==> src/rtl/quad_encoder_emulator.sv <==
// Quadrature A/B generator: emits exactly |speed_cmd| evenly spaced
// steps per window of WINDOW_CYCLES clocks, forward or reverse by sign.
// Ports: clk, reset (async, active-high), speed_cmd/cmd_valid (command),
// outA/outB (registered quadrature), window_start (first cycle of window),
// active_speed (speed being emitted), position (cumulative steps).
// Option: define QUADGEN_POSITION_EN to build the position counter;
// otherwise position is tied to zero.
module quad_encoder_emulator #(
    parameter int WINDOW_CYCLES = 1250000
) (
    input  logic        clk,
    input  logic        reset,
    input  logic [15:0] speed_cmd,
    input  logic        cmd_valid,
    output logic        outA,
    output logic        outB,
    output logic        window_start,
    output logic [15:0] active_speed,
    output logic [31:0] position
);

    localparam int CW = (WINDOW_CYCLES > 2) ? $clog2(WINDOW_CYCLES) : 1;
    localparam int AW = ($clog2(WINDOW_CYCLES) + 2 > 18) ?
                        $clog2(WINDOW_CYCLES) + 2 : 18;
    localparam logic [CW-1:0] LAST = CW'(WINDOW_CYCLES - 1);
    localparam logic [AW-1:0] WC   = AW'(WINDOW_CYCLES);

    logic [15:0]   pending;
    logic [CW-1:0] win_cnt;
    logic [AW-1:0] acc;
    logic          run;

    logic [16:0]   ext;
    logic [16:0]   mag;
    logic [AW-1:0] sum;
    logic          step;
    logic          fwd;
    logic          last;

    // Bresenham-style spreading: acc wraps by WINDOW_CYCLES once per step,
    // and lands on exactly 0 at the window end.
    always_comb begin
        ext  = {active_speed[15], active_speed};
        mag  = active_speed[15] ? (~ext + 17'd1) : ext;
        sum  = acc + AW'(mag);
        step = run && (sum >= WC);
        fwd  = ~active_speed[15];
        last = run && (win_cnt == LAST);
    end

    // run marks that the first window has begun; the clock edge after
    // reset release starts window 0.
    always_ff @(posedge clk or posedge reset) begin
        if (reset) begin
            run          <= 1'b0;
            pending      <= '0;
            active_speed <= '0;
            win_cnt      <= '0;
            acc          <= '0;
        end else begin
            run <= 1'b1;
            if (cmd_valid)
                pending <= speed_cmd;
            if (last) begin
                win_cnt      <= '0;
                acc          <= '0;
                active_speed <= cmd_valid ? speed_cmd : pending;
            end else if (run) begin
                win_cnt <= win_cnt + CW'(1);
                acc     <= step ? (sum - WC) : sum;
            end
        end
    end

    // Gray sequence {A,B}: forward 00->10->11->01, reverse the opposite.
    always_ff @(posedge clk or posedge reset) begin
        if (reset) begin
            outA <= 1'b0;
            outB <= 1'b0;
        end else if (step) begin
            outA <= fwd ? ~outB : outB;
            outB <= fwd ? outA : ~outA;
        end
    end

    assign window_start = run && (win_cnt == '0);

`ifdef QUADGEN_POSITION_EN
    logic [31:0] pos_q;

    always_ff @(posedge clk or posedge reset) begin
        if (reset)
            pos_q <= '0;
        else if (step)
            pos_q <= fwd ? (pos_q + 32'd1) : (pos_q - 32'd1);
    end

    assign position = pos_q;
`else
    assign position = '0;
`endif

endmodule

==> config.mk <==
export PLATFORM = sky130hd
export DESIGN_NAME = quad_encoder_emulator
export DESIGN_NICKNAME = d
export VERILOG_FILES = /design/src/rtl/quad_encoder_emulator.sv
export SDC_FILE = /design/constraint.sdc
export NUM_CORES = 1
export LEC_CHECK = 0
export ABC_CLOCK_PERIOD_IN_PS = 4550
export CAP_MARGIN = 10
export CORE_ASPECT_RATIO = 1.2
export CORE_MARGIN = 4
export CORE_UTILIZATION = 25
export CTS_CLUSTER_SIZE = 25
export DETAILED_ROUTE_END_ITERATION = 6
export SETUP_SLACK_MARGIN = 0.4
export SLEW_MARGIN = 10
export SYNTH_ARGS = -nofsm -noshare
export SYNTH_HDL_FRONTEND = slang
export SYNTH_SLANG_ARGS = --single-unit
==> constraint.sdc <==
create_clock -name clk -period 4.55 [get_ports clk]
set_input_delay 0.91 -clock clk [delete_from_list [all_inputs] [get_ports clk]]
set_output_delay 0.91 -clock clk [all_outputs]
set_load 0.1 [all_outputs]
==> report_table.html <==
<table>
<tr><th>Metric</th><th>Value</th></tr>
<tr><th colspan="2">Routing</th></tr>
<tr><td>Number of detailed-routing iterations run before antenna repair</td><td>4</td></tr>
<tr><td>DRC Markers</td><td>0</td></tr>
<tr><td>DRT Wirelength</td><td>13.3 mm</td></tr>
<tr><td>Number of antenna-violating nets in the routed design</td><td>0</td></tr>
<tr><td>Post-DR wirelength/cell</td><td>14.2 um</td></tr>
<tr><td>Number of vias per cell after detailed routing</td><td>4.73</td></tr>
<tr><td>Via total after detailed routing</td><td>4,435</td></tr>
<tr><td>Starting DRC count in detailed routing</td><td>207</td></tr>
<tr><th colspan="2">Die</th></tr>
<tr><td>Die height</td><td>170 um</td></tr>
<tr><td>Die ar.</td><td>24,300 um2</td></tr>
<tr><td>Core area</td><td>21,200 um2</td></tr>
<tr><td>Total number of placement rows</td><td>58</td></tr>
<tr><td>Count of boundary I/O pins</td><td>70</td></tr>
<tr><td>Die Span X</td><td>143 um</td></tr>
<tr><td>Starting density of the core</td><td>0.258</td></tr>
<tr><th colspan="2">Power and ir drop</th></tr>
<tr><td>Worst VDD drop</td><td>0.000273 V</td></tr>
<tr><td>Share of total power in combinational logic</td><td>0.667</td></tr>
<tr><td>P_leak</td><td>3.09 nW</td></tr>
<tr><td>Power Internal</td><td>0.00285 W</td></tr>
<tr><td>Power, Total</td><td>0.00522 W</td></tr>
<tr><td>Part of the total power dissipated in the clock network</td><td>0.138</td></tr>
<tr><td>Reported net switching power</td><td>0.00236 W</td></tr>
<tr><td>Share of total power in sequential cells</td><td>0.195</td></tr>
<tr><td>Net switching fraction of the power</td><td>0.453</td></tr>
<tr><td>Power per standard cell area</td><td>726 nW/um2</td></tr>
<tr><th colspan="2">Critical path</th></tr>
<tr><td>Cell family contributing the most delay on the critical path</td><td>simple AND/OR/NAND/NOR gates</td></tr>
<tr><td>Class of the most critical setup path</td><td>reg -&gt; reg</td></tr>
<tr><td>Crit path buf inv count</td><td>4</td></tr>
<tr><td>Critical Path End Type</td><td>flop</td></tr>
<tr><td>Critical Path Max Stage Delay</td><td>0.51 ns</td></tr>
<tr><td>Critical path arrival</td><td>4.61 ns</td></tr>
<tr><td>Chain of cells forming the critical path</td><td>inv_2, ha_4, nand2_2, or3_4, o31ai_4, buf_4, nand2_2, xor2_2, ha_4, a21oi_4, nor2b_4, o21a_1, or4_4, a211oi_4, a311oi_2, buf_4, buf_4, o2bb2ai_2, xor2_1, or3_1, o21ai_1</td></tr>
<tr><td>Data required time at the worst endpoint</td><td>4.82 ns</td></tr>
<tr><td>Most frequent CP cell</td><td>sky130_fd_sc_hd__buf_4</td></tr>
<tr><td>Max FO, Critical Path</td><td>7</td></tr>
<tr><td>Slowest-stage cell, CP</td><td>sky130_fd_sc_hd__or4_4</td></tr>
<tr><td>Critical Path Start Type</td><td>flop</td></tr>
<tr><th colspan="2">Placed design</th></tr>
<tr><td>Placed Cells incl. Taps</td><td>892</td></tr>
<tr><td>Placer Congestion</td><td>0.853</td></tr>
<tr><td>Port Buffer Count</td><td>37</td></tr>
<tr><td>Estimated wirelength of the detail-placed design</td><td>9.54 mm</td></tr>
<tr><th colspan="2">Timing</th></tr>
<tr><td>Slew of the pin with the lowest slew margin</td><td>1.07 ns</td></tr>
<tr><td>Total negative slack for setup checks</td><td>0 ns</td></tr>
<tr><td>Final Hold Viols</td><td>0</td></tr>
<tr><td>Crit share post-route</td><td>0.952</td></tr>
<tr><td>Number of max-slew violations in the final report</td><td>0</td></tr>
<tr><td>WHS</td><td>0.493 ns</td></tr>
<tr><td>Worst clock skew</td><td>0.0118 ns</td></tr>
<tr><td>Slew Limit Headroom</td><td>0.280</td></tr>
<tr><td>Fmax</td><td>231 MHz</td></tr>
<tr><td>Clock period minus worst slack</td><td>4.33 ns</td></tr>
<tr><td>Number of setup violations in the final report</td><td>0</td></tr>
<tr><td>RSZ-0062 raised after global routing</td><td>yes</td></tr>
<tr><th colspan="2">Synth</th></tr>
<tr><td>Most used standard cells in the synthesized netlist</td><td>79 x sky130_fd_sc_hd__dfrtp_1, 47 x sky130_fd_sc_hd__nand2_1, 43 x sky130_fd_sc_hd__xnor2_1</td></tr>
<tr><td>Fraction of registers with async set/reset</td><td>1.00</td></tr>
<tr><td>Number of synthesis warnings</td><td>0</td></tr>
<tr><td>Cell area after synthesis</td><td>5460 um2</td></tr>
<tr><td>Synthesized flop and latch total</td><td>79</td></tr>
<tr><td>Cells after Synth</td><td>585</td></tr>
<tr><td>Ys flop type</td><td>sky130_fd_sc_hd__dfrtp_1</td></tr>
<tr><td>Proportion of netlist area held by the largest area contributor</td><td>0.362</td></tr>
<tr><td>Most area-consuming cells after synthesis</td><td>sky130_fd_sc_hd__dfrtp_1 36%, sky130_fd_sc_hd__xnor2_1 6.9%, sky130_fd_sc_hd__mux2_2 6.6%, sky130_fd_sc_hd__ha_1 5.3%, sky130_fd_sc_hd__buf_4 4.4%</td></tr>
<tr><td>Share of the yosys chip area belonging to registers</td><td>0.362</td></tr>
<tr><td>Number of flops mapped to enable cells by yosys</td><td>0</td></tr>
<tr><td>Biggest area consumer among synthesized cells</td><td>sky130_fd_sc_hd__dfrtp_1</td></tr>
<tr><td>Dominant cell by count in the synthesized netlist</td><td>sky130_fd_sc_hd__dfrtp_1</td></tr>
<tr><td>Synth cell types</td><td>68</td></tr>
<tr><td>Mean post-synth cell area</td><td>9.33 um2</td></tr>
<tr><th colspan="2">Cells and area</th></tr>
<tr><td>Fraction of final layout cells sized beyond drive strength 1</td><td>0.306</td></tr>
<tr><td>Final nets</td><td>705</td></tr>
<tr><td>Fill count</td><td>2,168</td></tr>
<tr><td>Growth of design area from synthesis to finish</td><td>31.6%</td></tr>
<tr><td>N_diodes</td><td>0</td></tr>
<tr><td>Post-Layout Cell Count</td><td>937</td></tr>
<tr><th colspan="2">CTS</th></tr>
<tr><td>CTS max path bufs</td><td>2</td></tr>
<tr><td>Clock-pin slew on the worst setup and hold paths</td><td>0.07 ns</td></tr>
<tr><td>Hold-fix buffers at CTS</td><td>0</td></tr>
<tr><td>Skew-Pair Late Insertion Delay</td><td>0.35 ns</td></tr>
<tr><td>Number of CTS-inserted buffers</td><td>9</td></tr>
<tr><td>Clock tree root driver cell</td><td>sky130_fd_sc_hd__clkbuf_16</td></tr>
<tr><td>Clock tree from TritonCTS</td><td>done</td></tr>
<tr><td>Number of clock sinks</td><td>79</td></tr>
<tr><td>H-Tree Level Count</td><td>3</td></tr>
<tr><th colspan="2">Run</th></tr>
<tr><td>Number of max-capacitance violations reported</td><td>0</td></tr>
<tr><th colspan="2">GRT</th></tr>
<tr><td>All-layer global routing usage</td><td>0.111</td></tr>
<tr><td>Pin count of the biggest net entering global routing</td><td>46</td></tr>
<tr><td>First-pass GRT wire length</td><td>22.1 mm</td></tr>
<tr><td>Residual overflow from global routing</td><td>0</td></tr>
<tr><td>Number of antenna violations at the first check in global routing</td><td>0</td></tr>
<tr><td>Vias in the first global route</td><td>4,444</td></tr>
<tr><th colspan="2">Hold path</th></tr>
<tr><td>Worst hold path class</td><td>reg -&gt; reg</td></tr>
<tr><th colspan="2">Status</th></tr>
<tr><td>Outcome</td><td>completed</td></tr>
</table>
cells in the final DEF (no fill, tap or decap), drive strengths merged, types with 10 or more instances in the layout:
cell and instances:
a21o 12, ha 23, mux2 32, nand3 21, o21ai 27, clkbuf 10
dfrtp 79, nand2 49, nor2 37, inv 32, conb 34, a21oi 19
xnor2 43, buf 49, xor2 18, or3 11, nor2b 10, clkdlybuf4s50 36
cells by family (layout without fill, tap and decap cells):
family,count (synthesis),after routing,share of synthesized area
AOI/OAI and AO/OA,124,124,0.167
and+or+nand+nor,178,179,0.162
xor gates and xnor gates,61,61,0.0992
adders and majority gates,24,24,0.0564
muxes,35,35,0.0715
other,2,34,0.00138
buffers and inverters,82,131,0.0804
DFF,79,79,0.362
worst paths after layout:
path,slack [ns],start,cells after the start,to
worst max-delay path,0.22,active_speed[1]$_DFFE_PP0P_,21,acc[18]$_DFFE_PP0P_
min in group asynchronous,0.84,reset,2,pending[0]$_DFF_PP0_
worst min-delay path,0.49,win_cnt[15]$_DFFE_PP0P_,1,win_cnt[15]$_DFFE_PP0P_
worst min register to register,0.49,win_cnt[15]$_DFFE_PP0P_,1,win_cnt[15]$_DFFE_PP0P_
worst max register to register,0.22,active_speed[1]$_DFFE_PP0P_,21,acc[18]$_DFFE_PP0P_
max in group asynchronous,2.91,reset,3,active_speed[15]$_DFFE_PP0P_
layout make-up:
class,count,area [um2],share of cell area
clock inverter,6,50.0,0.00697
sequential,79,1990,0.277
tap,270,338,0.0470
timing repair buffer,85,751,0.105
inverter,30,114,0.0159
multi-input combinational,457,3700,0.516
clock buffer,10,239,0.0333
worst reg2reg max path, cell delays in order, from the launching register on:
cell and delay, ns:
sky130_fd_sc_hd__dfrtp_2 0.42, sky130_fd_sc_hd__inv_2 0.08, sky130_fd_sc_hd__ha_4 0.13, sky130_fd_sc_hd__nand2_2 0.05, sky130_fd_sc_hd__or3_4 0.35, sky130_fd_sc_hd__o31ai_4 0.24, sky130_fd_sc_hd__buf_4 0.17, sky130_fd_sc_hd__nand2_2 0.06
sky130_fd_sc_hd__xor2_2 0.20, sky130_fd_sc_hd__ha_4 0.27, sky130_fd_sc_hd__a21oi_4 0.17, sky130_fd_sc_hd__nor2b_4 0.05, sky130_fd_sc_hd__o21a_1 0.21, sky130_fd_sc_hd__or4_4 0.51, sky130_fd_sc_hd__a211oi_4 0.30, sky130_fd_sc_hd__a311oi_2 0.15
sky130_fd_sc_hd__buf_4 0.18, sky130_fd_sc_hd__buf_4 0.13, sky130_fd_sc_hd__o2bb2ai_2 0.13, sky130_fd_sc_hd__xor2_1 0.09, sky130_fd_sc_hd__or3_1 0.30, sky130_fd_sc_hd__o21ai_1 0.07
flip-flops by register name (all words and copies together) (netlist names):
register / count
acc: 23
win_cnt: 21
active_speed: 16
pending: 16
outA: 1
outB: 1
run: 1
power by group through the flow:
stage                     sequential [W]  clock [W]  combinational [W]
after floorplan                  0.00109          0            0.00207
after global placement           0.00102          0            0.00270
after detailed placement         0.00101          0            0.00270
after CTS                        0.00101   0.000739            0.00301
after global routing             0.00104   0.000769            0.00376
final                            0.00102   0.000722            0.00348
repair_timing:
item / in CTS / in global routing
setup buffers: 13 / 15
gates cloned: 1 / 0
resized for setup: 36 / 60
setup endpoints to repair: 21 / 21
pin swaps: 23 / 24
routing by layer:
layer,GRT usage,vias up,routed length (um)
met5,0,-,0
met4,0.0380,0,261
met3,0.0163,19,388
met2,0.192,78,6710
met1,0.141,2171,5920
li1,-,2167,-
metrics by stage:
stage                     area [um2]  worst slack [ns]   util
after global placement          6230            0.0238  0.294
after global routing            7180            0.0169  0.339
after CTS                       6780             0.176  0.320
final                           7180             0.217  0.339
after detailed placement        6230           -0.0710  0.294
after floorplan                 5730             0.162      -
No activity file was read; power rests on OpenSTA's default activity.
